==> src/rtl/cascade_counter.sv <==
// Two-stage cascaded counter (c0 low, c1 high) with programmable, shadow-buffered terminal limits.
// Latency: counts and strobes update one cycle after the enabling edge; reset clears them immediately.
// Backpressure: none; priority clr > ld > en. The macro CASCADE_COUNTER_SAT_EN selects saturating mode.
// Ports: clk/rst (async active-low), en/clr/ld + ld_lo/ld_hi, cfg_we + cfg_lo_max/cfg_hi_max,
//        c0/c1 counts, lo_tc/hi_tc one-cycle wrap strobes, cfg_pend, sat (saturating build only).
module cascade_counter #(
    parameter int unsigned LO_W       = 3,
    parameter int unsigned HI_W       = 16,
    parameter int unsigned LO_INIT    = 0,
    parameter int unsigned LO_RELOAD  = 1,
    parameter int unsigned HI_INIT    = 2,
    parameter int unsigned LO_MAX_DEF = 7,
    parameter int unsigned HI_MAX_DEF = 65535
) (
    input  logic            clk,
    input  logic            rst,
    input  logic            en,
    input  logic            clr,
    input  logic            ld,
    input  logic [LO_W-1:0] ld_lo,
    input  logic [HI_W-1:0] ld_hi,
    input  logic            cfg_we,
    input  logic [LO_W-1:0] cfg_lo_max,
    input  logic [HI_W-1:0] cfg_hi_max,
    output logic [LO_W-1:0] c0,
    output logic [HI_W-1:0] c1,
    output logic            lo_tc,
    output logic            hi_tc,
`ifdef CASCADE_COUNTER_SAT_EN
    output logic            sat,
`endif
    output logic            cfg_pend
);

    localparam logic [LO_W-1:0] LO_INIT_V    = LO_W'(LO_INIT);
    localparam logic [LO_W-1:0] LO_RELOAD_V  = LO_W'(LO_RELOAD);
    localparam logic [HI_W-1:0] HI_INIT_V    = HI_W'(HI_INIT);
    localparam logic [LO_W-1:0] LO_MAX_DEF_V = LO_W'(LO_MAX_DEF);
    localparam logic [HI_W-1:0] HI_MAX_DEF_V = HI_W'(HI_MAX_DEF);

    logic [LO_W-1:0] c0_q, c0_d;
    logic [HI_W-1:0] c1_q, c1_d;
    logic            lo_tc_q, lo_tc_d;
    logic            hi_tc_q, hi_tc_d;
    logic [LO_W-1:0] lo_max_q, lo_max_d;
    logic [HI_W-1:0] hi_max_q, hi_max_d;
    logic [LO_W-1:0] sh_lo_q, sh_lo_d;
    logic [HI_W-1:0] sh_hi_q, sh_hi_d;
    logic            pend_q, pend_d;
    logic            lo_hit, hi_hit;
    logic            apply_cfg;
    logic            cnt_en;
`ifdef CASCADE_COUNTER_SAT_EN
    logic            sat_q, sat_d;
`endif

    assign lo_hit = (c0_q == lo_max_q);
    assign hi_hit = (c1_q == hi_max_q);

`ifdef CASCADE_COUNTER_SAT_EN
    // Once saturated, counting is frozen until clr or ld releases it.
    assign cnt_en = en & ~sat_q;
`else
    assign cnt_en = en;
`endif

    // Count path. apply_cfg marks the two events that may promote the shadow limits.
    always_comb begin
        c0_d      = c0_q;
        c1_d      = c1_q;
        lo_tc_d   = 1'b0;
        hi_tc_d   = 1'b0;
        apply_cfg = 1'b0;
`ifdef CASCADE_COUNTER_SAT_EN
        sat_d     = sat_q;
`endif
        if (clr) begin
            c0_d      = LO_INIT_V;
            c1_d      = HI_INIT_V;
            apply_cfg = pend_q;
`ifdef CASCADE_COUNTER_SAT_EN
            sat_d     = 1'b0;
`endif
        end else if (ld) begin
            c0_d = ld_lo;
            c1_d = ld_hi;
`ifdef CASCADE_COUNTER_SAT_EN
            sat_d = 1'b0;
`endif
        end else if (cnt_en) begin
            if (!lo_hit) begin
                // A loaded value above the limit simply rolls over the top; no strobe.
                c0_d = c0_q + LO_W'(1);
            end else if (!hi_hit) begin
                c0_d    = LO_RELOAD_V;
                c1_d    = c1_q + HI_W'(1);
                lo_tc_d = 1'b1;
            end else begin
`ifdef CASCADE_COUNTER_SAT_EN
                // Hold at the limits; en is blocked afterwards so hi_tc fires only once.
                sat_d   = 1'b1;
                hi_tc_d = 1'b1;
`else
                c0_d      = LO_INIT_V;
                c1_d      = HI_INIT_V;
                lo_tc_d   = 1'b1;
                hi_tc_d   = 1'b1;
                apply_cfg = pend_q;
`endif
            end
        end
    end

    // Limit path. A write coinciding with an apply lands in the shadow after the
    // older pending value has been promoted, so it stays pending.
    always_comb begin
        lo_max_d = lo_max_q;
        hi_max_d = hi_max_q;
        sh_lo_d  = sh_lo_q;
        sh_hi_d  = sh_hi_q;
        pend_d   = pend_q;
        if (apply_cfg) begin
            lo_max_d = sh_lo_q;
            hi_max_d = sh_hi_q;
            pend_d   = 1'b0;
        end
        if (cfg_we) begin
            sh_lo_d = cfg_lo_max;
            sh_hi_d = cfg_hi_max;
            pend_d  = 1'b1;
        end
    end

    always_ff @(posedge clk or negedge rst) begin
        if (!rst) begin
            c0_q     <= LO_INIT_V;
            c1_q     <= HI_INIT_V;
            lo_tc_q  <= 1'b0;
            hi_tc_q  <= 1'b0;
            lo_max_q <= LO_MAX_DEF_V;
            hi_max_q <= HI_MAX_DEF_V;
            sh_lo_q  <= LO_MAX_DEF_V;
            sh_hi_q  <= HI_MAX_DEF_V;
            pend_q   <= 1'b0;
        end else begin
            c0_q     <= c0_d;
            c1_q     <= c1_d;
            lo_tc_q  <= lo_tc_d;
            hi_tc_q  <= hi_tc_d;
            lo_max_q <= lo_max_d;
            hi_max_q <= hi_max_d;
            sh_lo_q  <= sh_lo_d;
            sh_hi_q  <= sh_hi_d;
            pend_q   <= pend_d;
        end
    end

`ifdef CASCADE_COUNTER_SAT_EN
    always_ff @(posedge clk or negedge rst) begin
        if (!rst) begin
            sat_q <= 1'b0;
        end else begin
            sat_q <= sat_d;
        end
    end

    assign sat = sat_q;
`endif

    assign c0       = c0_q;
    assign c1       = c1_q;
    assign lo_tc    = lo_tc_q;
    assign hi_tc    = hi_tc_q;
    assign cfg_pend = pend_q;

endmodule

==> config.mk <==
export PLATFORM = sky130hd
export DESIGN_NAME = cascade_counter
export DESIGN_NICKNAME = d
export VERILOG_FILES = /design/src/rtl/cascade_counter.sv
export SDC_FILE = /design/constraint.sdc
export NUM_CORES = 1
export LEC_CHECK = 0
export CAP_MARGIN = 10
export CORE_ASPECT_RATIO = 1.2
export CORE_MARGIN = 5
export CORE_UTILIZATION = 47
export CTS_BUF_LIST = sky130_fd_sc_hd__clkbuf_8
export DETAILED_ROUTE_END_ITERATION = 8
export GPL_TIMING_DRIVEN = 0
export PLACE_DENSITY = 0.84
export RECOVER_POWER = 25
export SKIP_CTS_REPAIR_TIMING = 1
export SLEW_MARGIN = 25
export SYNTH_ARGS = -nofsm -noshare
export SYNTH_HDL_FRONTEND = slang
export SYNTH_SLANG_ARGS = --single-unit
export TNS_END_PERCENT = 50
==> constraint.sdc <==
create_clock -name clk -period 2.6 [get_ports clk]
set_input_delay 0.52 -clock clk [delete_from_list [all_inputs] [get_ports clk]]
set_output_delay 0.52 -clock clk [all_outputs]
set_load 0.05 [all_outputs]
==> implementation parameters, run 1 <==
Parameter                              Value

Global routing
  Total gr overflow    0
  Number of global-route vias before repair    2895
  GRT Resource Usage Total    18.8%
  First-pass GRT wire length    13900 um
  Number of antenna violations at the first check in global routing    0
  Largest net degree at the start of global routing    33

Critical path
  Required @ worst endpoint    2890 ps
  Crit path launch type    input port
  WS Path Type    in2reg
  Slowest library cell on the worst path    sky130_fd_sc_hd__nor4_2
  Cell-by-cell trace of the critical path    clkdlybuf4s50_1 -> nand4bb_1 -> nor4_2 -> buf_4 -> nand2_1 -> mux2i_1 -> a221o_1
  Type of destination of the critical path    register
  Stage delay of the slowest cell on the critical path    750 ps
  Data arrival time of the worst path    2700 ps
  Max FO, Critical Path    10

Status
  Outcome    completed

CTS
  Clock buffer count from CTS    9
  Maximum root-to-sink buffer count    2
  Depth of the CTS H-tree    3
  TritonCTS sink count    60
  Clock tree from TritonCTS    yes
  Cell chosen for the clock root    sky130_fd_sc_hd__clkbuf_8
  Clock transition at the registers of the reported paths    70 ps
  Latest clock arrival within the worst-skew pair    340 ps

Logic synthesis
  Register area share after synthesis    44.1%
  Post-Synth XOR/XNOR Area    8.23%
  Average footprint of a synthesized cell    11.0 um2
  Total number of yosys warnings    0
  Mux cell area share after synthesis    11.8%
  Largest family of logic cells by synthesized area    simple AND/OR/NAND/NOR gates
  Mapped Nets    364
  Post-synth cell types    46
  Synthesized-area fraction occupied by ao, oa, aoi and oai cells    14.4%
  Post-synthesis instance area    3510 um2
  Adder-cell share of the synthesized area    0.713%
  #FFs+latches synth    60
  Mapped Cells    318
  Share of synthesized cell area in and, or, nand and nor gates    16.8%

STA
  Worst-margin pin slew    1440 ps
  Max-slew headroom at the worst pin    4.23%
  Shortest period the worst path allows    2410 ps
  Summed negative setup slack over all endpoints    0 ps
  Max Fclk    415 MHz
  Share of the clock period used by the worst path after layout    92.6%
  Setup repair after global routing missed its margin    no
  Number of failing hold endpoints at the final stage    0
  Post-route clock skew    11.2 ps
  Max Slew Vio Count    0
  Number of setup violations in the final report    0

Drt
  DRT Pass-1 Iters    4
  Via Count    2757
  Vias per std cell    5.65
  Remaining number of nets flagged by the antenna check after routing    0
  DRC marker count from the first detailed-route iteration    118
  Average wire per cell in the routed design    17.1 um
  Drt drc    0
  DRT Wirelength    8330 um

Die
  Row Count    34
  Die width    88.9 um
  Die ar.    9310 um2
  Initial standard-cell utilization of the core    48.3%
  Core area    7270 um2
  IO Pins    66
  Die Span Y    105 um

Cells and area
  Fill cell instance count of the final layout    595
  Count of inserted antenna diode cells    0
  Most frequent cells in the layout    sky130_fd_sc_hd__clkdlybuf4s50_1 (62), sky130_fd_sc_hd__dfstp_2 (39), sky130_fd_sc_hd__xor2_1 (28), sky130_fd_sc_hd__nand2_1 (28)
  # nets final    439
  Growth of design area from synthesis to finish    26.6%
  Proportion of layout cells with a drive suffix above 1    24.6%
  Most common cell after layout, fill and taps aside    sky130_fd_sc_hd__clkdlybuf4s50_1

Power
  Max VDD drop    0.298 mV
  Leakage power figure    1.77 nW
  Power density over the cells    583 nW/um2
  PnR Total Power    2.59 mW

Placed design
  Final HPWL DP    6240 um
  Final GP Congestion    0.865
  Count of buffers from port buffering    63

Flow run
  Total of max-cap violations    0

Hold path
  Hold/Removal Path Class    in2reg
[power by group]
| group | internal [mW] | switching (mW) | leakage (nW) |
|---|---|---|---|
| clock | 0.460 | 0.375 | 0.103 |
| combinational | 0.270 | 0.271 | 0.975 |
| sequential | 1.10 | 0.121 | 0.688 |
[registers in the layout, summed over array words and instances, names as in the netlist]
register and cells:
sh_lo_q 3, hi_tc 1, lo_tc 1, sh_hi_q 16
lo_max_q 3, hi_max_q 16, cfg_pend 1, c0 3
c1 16
[per-stage QoR]
stage	hold slack, ps	util (%)	setup WS, ps	area, um2	std cells
after global routing	390	61.1	27.7	4450	488
final	389	61.1	192	4450	488
after global placement	615	58.5	-751	4260	471
after detailed placement	467	58.7	-179	4270	472
after floorplan	224	-	435	3510	318
after CTS	101	61.4	178	4470	488
[worst max-delay path: cells and delay by family]
kind / cells / cell delay, ps
buffers and inverters: 2 / 830
AND/OR/NAND/NOR: 3 / 1060
AO/OA/AOI/OAI: 1 / 130
multiplexers: 1 / 150
[cell type report]
type / count / area [um2] / share of cell area [%]
clock buffer: 10 / 138 / 3.09
clock inverter: 6 / 56.3 / 1.27
tap: 90 / 113 / 2.53
timing repair buffer: 64 / 629 / 14.1
buffer: 23 / 135 / 3.04
multi-input combinational: 234 / 1820 / 41.0
inverter: 1 / 3.75 / 0.0844
sequential: 60 / 1550 / 34.9
[cell families (layout without fill, tap and decap cells)]
family	Yosys count	after routing
xor+xnor	33	33
mux	39	39
flops	60	60
buf+inv	24	104
simple gates	102	102
fa+ha+maj	2	2
compound gates	58	58
[final timing paths]
| kind | from | end | slack [ps] | depth (start not counted) |
|---|---|---|---|---|
| max | ld | lo_max_q[2] | 190 | 7 |
| min | clr | lo_tc | 390 | 2 |
| max reg2reg | lo_max_q[0] | lo_max_q[2] | 360 | 6 |
| min reg2reg | sh_hi_q[4] | sh_hi_q[4] | 630 | 1 |
| max in group asynchronous | rst | c1[15] | 610 | 2 |
| min in group asynchronous | rst | c1[5] | 510 | 1 |
[per-layer routing]
metal / part of all wire [%] / track usage, % / wire length (um) / up-vias
li1: - / - / - / 1319
met1: 42 / 24.4 / 3500 / 1351
met2: 51 / 30.3 / 4250 / 74
met3: 5.1 / 2.83 / 424 / 13
met4: 1.8 / 9.07 / 149 / 0
met5: 0 / 0 / 0 / -
[cells in the mapped netlist, drive strengths merged]
cell type	number	area, um2
or3	1	6.26
nor2	4	22.5
a21oi	2	10.0
or2	1	6.26
nand4	3	18.8
ha	2	25.0
nor2b	17	106
mux2i	20	200
a221o	19	190
clkbuf	12	46.3
nor3	4	25.0
mux2	19	214
xnor2	5	43.8
nand3	5	25.0
dfrtp	21	526
and2	1	6.26
a22oi	14	150
nor3b	1	7.51
nand4bb	1	11.3
o22a	1	8.76
a221oi	2	17.5
nand3b	2	15.0
buf	11	88.8
a211oi	1	7.51
o21ai	3	18.8
and3	3	18.8
o21bai	1	7.51
dfstp	39	1020
nand2b	21	131
nor4	6	50.0
and4	4	35.0
xor2	28	245
nand2	28	105
a31oi	1	6.26
inv	1	3.75
o22ai	14	87.6
(Power assumes the default switching activity.)
==> inputs of run 2 (changes only) <==
--- a/config.mk
+++ b/config.mk
@@ -11,7 +11,6 @@
 export CORE_UTILIZATION = 47
 export CTS_BUF_LIST = sky130_fd_sc_hd__clkbuf_8
 export DETAILED_ROUTE_END_ITERATION = 8
-export GPL_TIMING_DRIVEN = 0
 export PLACE_DENSITY = 0.84
 export RECOVER_POWER = 25
 export SKIP_CTS_REPAIR_TIMING = 1
==> run 2 against run 1 <==
Net effect:
- count of clock-buffer cells in the layout decreased by 1
- register-to-register slack got worse by 20 ps
- sequential cell count unchanged
- global-route usage decreased by 1.3 points
- combinational power decreased by 4%
- clock skew about the same
- worst setup slack improved by 110 ps
- non-clock buffer count decreased by 14
- sequential power about the same
- critical path depth decreased by 6
- wire length decreased by 6.3%
- via count decreased by 2.6%
==> implementation parameters, run 2 (synthesis results as in run 1) <==
Parameter                              Value

Status
  Outcome    completed

STA
  Max-slew headroom at the worst pin    9.99% (+5.8 points)
  Number of setup violations in the final report    0 (unchanged)
  Final worst slack    299 ps (+107 ps)
  Summed negative setup slack over all endpoints    0 ps (unchanged)
  Worst-margin pin slew    1350 ps (-86.4 ps)
  Post-route clock skew    11.0 ps (-0.171 ps)
  Share of the clock period used by the worst path after layout    88.5% (-4.1 points)
  Max Fclk    435 MHz (+4.7%)
  Shortest period the worst path allows    2300 ps (-107 ps)
  Number of failing hold endpoints at the final stage    0 (unchanged)
  Setup repair after global routing missed its margin    no
  Max Slew Vio Count    0 (unchanged)

Cells and area
  Most common cell after layout, fill and taps aside    sky130_fd_sc_hd__clkdlybuf4s50_1
  Most frequent cells in the layout    sky130_fd_sc_hd__clkdlybuf4s50_1 (64), sky130_fd_sc_hd__dfstp_2 (39), sky130_fd_sc_hd__xor2_1 (28), sky130_fd_sc_hd__nand2_1 (28)
  Area occupied by multi-input gates    1820 um2 (unchanged)
  Register area    1550 um2 (unchanged)
  Count of inserted antenna diode cells    0 (unchanged)
  Fill cell instance count of the final layout    616 (+3.5%)
  Growth of design area from synthesis to finish    25.3%
  # nets final    425 (-3.2%)
  Proportion of layout cells with a drive suffix above 1    24.7% (+0.12 points)

Placed design
  Count of buffers from port buffering    65 (+3.2%)
  Worst slack after detailed placement    287 ps (+465 ps)
  Final GP Congestion    0.776 (-10%)
  Final HPWL DP    5580 um (-10%)

Global routing
  Largest net degree at the start of global routing    40 (+21%)
  GRT Resource Usage Total    17.5% (-1.3 points)
  Number of global-route vias before repair    2661 (-8.1%)
  First-pass GRT wire length    12900 um (-6.9%)
  Total gr overflow    0 (unchanged)
  Number of antenna violations at the first check in global routing    0 (unchanged)

CTS
  Clock tree from TritonCTS    yes
  TritonCTS sink count    60 (unchanged)
  Latest clock arrival within the worst-skew pair    340 ps (about the same)
  Clock transition at the registers of the reported paths    60 ps (about the same)
  Cell chosen for the clock root    sky130_fd_sc_hd__clkbuf_8
  Depth of the CTS H-tree    3 (unchanged)
  Maximum root-to-sink buffer count    2 (unchanged)
  Clock buffer count from CTS    9 (unchanged)

Power
  Max VDD drop    0.353 mV (+18%)
  Leakage power figure    1.75 nW (-0.66%)
  Power density over the cells    597 nW/um2 (+2.4%)

Die
  Core area    7270 um2 (unchanged)
  Die width    88.9 um (unchanged)
  Row Count    34 (unchanged)
  Die ar.    9310 um2 (unchanged)
  IO Pins    66 (unchanged)
  Die Span Y    105 um (unchanged)
  Initial standard-cell utilization of the core    48.3% (unchanged)

Critical path
  Stage delay of the slowest cell on the critical path    830 ps (+80 ps)
  Max FO, Critical Path    7 (-3)
  Crit path launch type    register
  Cell-by-cell trace of the critical path    clkdlybuf4s50_1
  Required @ worst endpoint    2080 ps (-810 ps)
  Category of cells accounting for the largest share of critical-path delay    buffers and inverters
  Data arrival time of the worst path    1780 ps (-920 ps)
  WS Path Type    reg2out
  Number of buffers and inverters on the critical path    1 (-1)
  Type of destination of the critical path    output pin
  Slowest library cell on the worst path    sky130_fd_sc_hd__clkdlybuf4s50_1

Drt
  DRC marker count from the first detailed-route iteration    162 (+37%)
  Average wire per cell in the routed design    16.5 um (-3.5%)
  Drt drc    0 (unchanged)
  Remaining number of nets flagged by the antenna check after routing    0 (unchanged)
  Vias per std cell    5.66 (+0.23%)
  DRT Wirelength    7810 um (-6.3%)
  Via Count    2684 (-2.6%)
  DRT Pass-1 Iters    4 (unchanged)

Hold path
  Hold/Removal Path Class    in2async

Flow run
  Total of max-cap violations    0 (unchanged)
run 2: cell types whose count changed in the layout (fill, tap and decap cells not counted):
cell / delta
sky130_fd_sc_hd__buf_1: -2
sky130_fd_sc_hd__clkinv_2: +1
sky130_fd_sc_hd__clkdlybuf4s50_1: +2
sky130_fd_sc_hd__clkbuf_1: -11
sky130_fd_sc_hd__clkbuf_2: -1
sky130_fd_sc_hd__clkbuf_8: -1
sky130_fd_sc_hd__buf_2: -2
sky130_fd_sc_hd__clkinvlp_4: -1
sky130_fd_sc_hd__buf_8: -1
sky130_fd_sc_hd__buf_4: +4
sky130_fd_sc_hd__bufinv_16: +1
sky130_fd_sc_hd__buf_6: -3
run 2: through the flow:
stage	std cells	power, mW	area (um2)	utilization (%)	hold slack [ps]
after floorplan	318	1.55	3510	-	224
after global placement	458	1.73	4210	57.8	546
after detailed placement	458	1.76	4210	57.8	561
after CTS	474	2.66	4420	60.7	191
after global routing	474	2.76	4400	60.5	600
final	474	2.63	4400	60.5	479
run 2: final cells by class:
class	count	share of cell area [%]
Inverter	1	0.0853
Clock buffer	9	2.82
Clock inverter	7	1.91
Timing Repair Buffer	73	16.0
Multi-Input combinational cell	234	41.4
Tap cell	90	2.56
Sequential cell	60	35.2
run 2: path summary, 6_finish.rpt:
kind	from	to	slack [ps]	cells past startpoint
setup / recovery	c1[1]	c1[1]	300	1
min in group clk	cfg_pend	cfg_pend	620	2
max in group asynchronous	rst	c1[14]	610	2
hold / removal	rst	cfg_pend	480	1
hold reg to reg	cfg_pend	cfg_pend	620	2
setup reg to reg	lo_max_q[0]	c1[6]	340	5
run 2: routing by layer:
layer  wire length (um)  global-route usage, %
met3                314                   2.28
met5                  0                      0
met4                181                   9.61
met2               3900                   27.7
met1               3410                   22.9
run 2: power by group:
| part | internal [mW] | switching [mW] | total, mW |
|---|---|---|---|
| combinational | 0.262 | 0.261 | 0.522 |
| sequential | 1.10 | 0.121 | 1.22 |
| clock | 0.529 | 0.359 | 0.888 |
| total | 1.89 | 0.740 | 2.63 |
==> inputs of run 3 (changes only) <==
--- a/config.mk
+++ b/config.mk
@@ -13,6 +13,7 @@
 export DETAILED_ROUTE_END_ITERATION = 8
 export PLACE_DENSITY = 0.84
 export RECOVER_POWER = 25
+export REMOVE_ABC_BUFFERS = 1
 export SKIP_CTS_REPAIR_TIMING = 1
 export SLEW_MARGIN = 25
 export SYNTH_ARGS = -nofsm -noshare
==> run 3 against run 2 <==
Net effect:
- the run now ends with capacitance limit, slew limit left
- die area unchanged
- combinational power increased by 1%
- hold slack improved by 150 ps
- via count increased by 1.8%
- critical path depth increased by 4
- sequential share of layout area decreased by 0.19 points
- largest cell class unchanged
- largest power group unchanged
- highest routed layer unchanged
==> implementation parameters, run 3 (synthesis results as in run 1) <==
Parameter                              Value

STA
  Max Fclk    435 MHz (about the same)
  Max-slew headroom at the worst pin    -23.7% (-34 points)
  Number of failing hold endpoints at the final stage    0 (unchanged)
  Worst-margin pin slew    1860 ps (+505 ps)
  Max Slew Vio Count    35 (+35)
  Post-route clock skew    6.03 ps (-5.00 ps)
  Final worst slack    301 ps (+1.70 ps)
  Shortest period the worst path allows    2300 ps (-1.70 ps)
  Worst Hold Slack    626 ps (+147 ps)
  Number of setup violations in the final report    0 (unchanged)
  Setup repair after global routing missed its margin    no
  Share of the clock period used by the worst path after layout    88.4% (about the same)

Critical path
  Data arrival time of the worst path    2490 ps (+710 ps)
  Worst reg2reg path startpoint    c1[14]
  Crit path launch type    register
  Endpoint of the worst-slack reg-to-reg timing path    c1[13]
  Worst-case register-to-register setup slack    300 ps (-40 ps)
  WS Path Type    reg2reg
  Type of destination of the critical path    register
  R2R cell count    5 (unchanged)
  Max FO, Critical Path    15 (+8)
  Required @ worst endpoint    2790 ps (+710 ps)

Die
  Core area    7270 um2 (unchanged)
  Row Count    34 (unchanged)
  Die width    88.9 um (unchanged)
  IO Pins    66 (unchanged)
  Die Span Y    105 um (unchanged)
  Initial standard-cell utilization of the core    48.3% (unchanged)
  Die ar.    9310 um2 (unchanged)

Power
  Max VDD drop    0.288 mV (-19%)
  Switching pwr    743 uW (+0.37%)
  Power density over the cells    601 nW/um2 (+0.68%)
  Switching part of the total power    27.9% (-0.24 points)
  Combinational share of power    19.8% (about the same)
  Leakage power figure    1.77 nW (+0.70%)
  Clock Power Share    34.3% (+0.5 points)
  Sequential power share    45.9% (-0.4 points)
  Internal cell power    1.92 mW (+1.6%)

Cells and area
  Count of inserted antenna diode cells    0 (unchanged)
  Final cell count without fillers    476 (+0.42%)
  Proportion of layout cells with a drive suffix above 1    25.1% (+0.39 points)
  Most frequent cells in the layout    sky130_fd_sc_hd__clkdlybuf4s50_1 (64), sky130_fd_sc_hd__dfstp_2 (39), sky130_fd_sc_hd__xor2_1 (28), sky130_fd_sc_hd__nand2_1 (28)
  Most common cell after layout, fill and taps aside    sky130_fd_sc_hd__clkdlybuf4s50_1
  # nets final    427 (+0.47%)
  Util after Layout    60.8% (+0.33 points)
  Growth of design area from synthesis to finish    25.9%

CTS
  Clock transition at the registers of the reported paths    70 ps (about the same)
  TritonCTS sink count    60 (unchanged)
  Latest clock arrival within the worst-skew pair    340 ps (about the same)
  Clock tree from TritonCTS    yes
  Depth of the CTS H-tree    3 (unchanged)
  Cell chosen for the clock root    sky130_fd_sc_hd__clkbuf_8
  Maximum root-to-sink buffer count    2 (unchanged)
  Clock buffer count from CTS    9 (unchanged)

Hold path
  Hold endpoint    sh_hi_q[12]
  Hold/Removal Path Class    reg2reg
  Start point of the worst hold path    sh_hi_q[12]
  Number of cells on the worst hold path    1

Global routing
  GRT Resource Usage Total    18.7% (+1.2 points)
  Largest net degree at the start of global routing    40 (unchanged)
  Number of antenna violations at the first check in global routing    0 (unchanged)
  Total gr overflow    0 (unchanged)
  Number of global-route vias before repair    2868 (+7.8%)
  First-pass GRT wire length    13800 um (+7.0%)

Status
  Outcome    complete, but fails checks
  Failing checks    capacitance limit, slew limit

Placed design
  Final HPWL DP    5880 um (+5.3%)
  Number of placed cells counting well taps    460 (+0.44%)
  Worst slack after detailed placement    248 ps (-38.1 ps)
  Count of buffers from port buffering    65 (unchanged)
  Final GP Congestion    0.781 (+0.64%)

Drt
  DRT Wirelength    8150 um (+4.5%)
  Drt drc    0 (unchanged)
  DRC marker count from the first detailed-route iteration    78 (-52%)
  Vias per std cell    5.74 (+1.4%)
  DRT Pass-1 Iters    4 (unchanged)
  Via Count    2733 (+1.8%)
  Average wire per cell in the routed design    17.1 um (+4.0%)
  Remaining number of nets flagged by the antenna check after routing    0 (unchanged)

Flow run
  Total of max-cap violations    1 (+1)
==> run 3: through the flow <==
stage / power (mW) / area (um2) / TNS (ps)
6_report: 2.66 / 4420 / 0
5_1_grt: 2.78 / 4420 / 0
4_1_cts: 2.68 / 4430 / 0
3_5_place_dp: 1.76 / 4210 / 0
3_3_place_gp: 1.73 / 4210 / 0
2_1_floorplan: 1.52 / 3380 / -7860
==> run 3: worst max-delay path, stage by stage, from the launching register on <==
cell and delay [ps]:
sky130_fd_sc_hd__dfrtp_1 450, sky130_fd_sc_hd__xor2_1 190, sky130_fd_sc_hd__nor4_1 400, sky130_fd_sc_hd__nand4_1 400
sky130_fd_sc_hd__nand2_1 540, sky130_fd_sc_hd__o22ai_1 180
==> run 3: final cells by class <==
type | count | area [um2]
fillers | 573 | 2850
multi-input cells | 234 | 1820
flip-flops and latches | 60 | 1550
repair buffers | 75 | 717
clock buffers | 10 | 138
well taps | 90 | 113
clock inverters | 6 | 78.8
inverters | 1 | 3.75
==> run 3: per-layer routing <==
| metal | share of wire (%) | track usage, % | wire (um) | vias to the layer above |
|---|---|---|---|---|
| met3 | 5.3 | 3.39 | 435 | 18 |
| met1 | 40 | 23.7 | 3300 | 1339 |
| li1 | - | - | - | 1292 |
| met5 | 0 | 0 | 0 | - |
| met4 | 2.0 | 7.67 | 164 | 0 |
| met2 | 52 | 31.0 | 4250 | 84 |
==> run 3: worst max path at each step <==
stage / start / end / slack, ps / cells past startpoint
final: c1[14] / c1[13] / 300 / 5
after global routing: c1[3] / c1[9] / 160 / 5
after CTS: c1[1] / c1[1] / 300 / 1
after detailed placement: ld / hi_max_q[10] / 250 / 5
after global placement: ld / hi_max_q[11] / 350 / 5
after floorplan: c1[3] / c1[14] / -410 / 5
==> run 3: power groups by stage <==
stage | sequential (mW) | clock, mW | combinational [mW]
floorplan | 1.27 | 0 | 0.254
global placement | 1.22 | 0 | 0.508
detailed placement | 1.23 | 0 | 0.529
CTS | 1.22 | 0.930 | 0.534
global route | 1.24 | 0.964 | 0.577
finish | 1.22 | 0.912 | 0.528
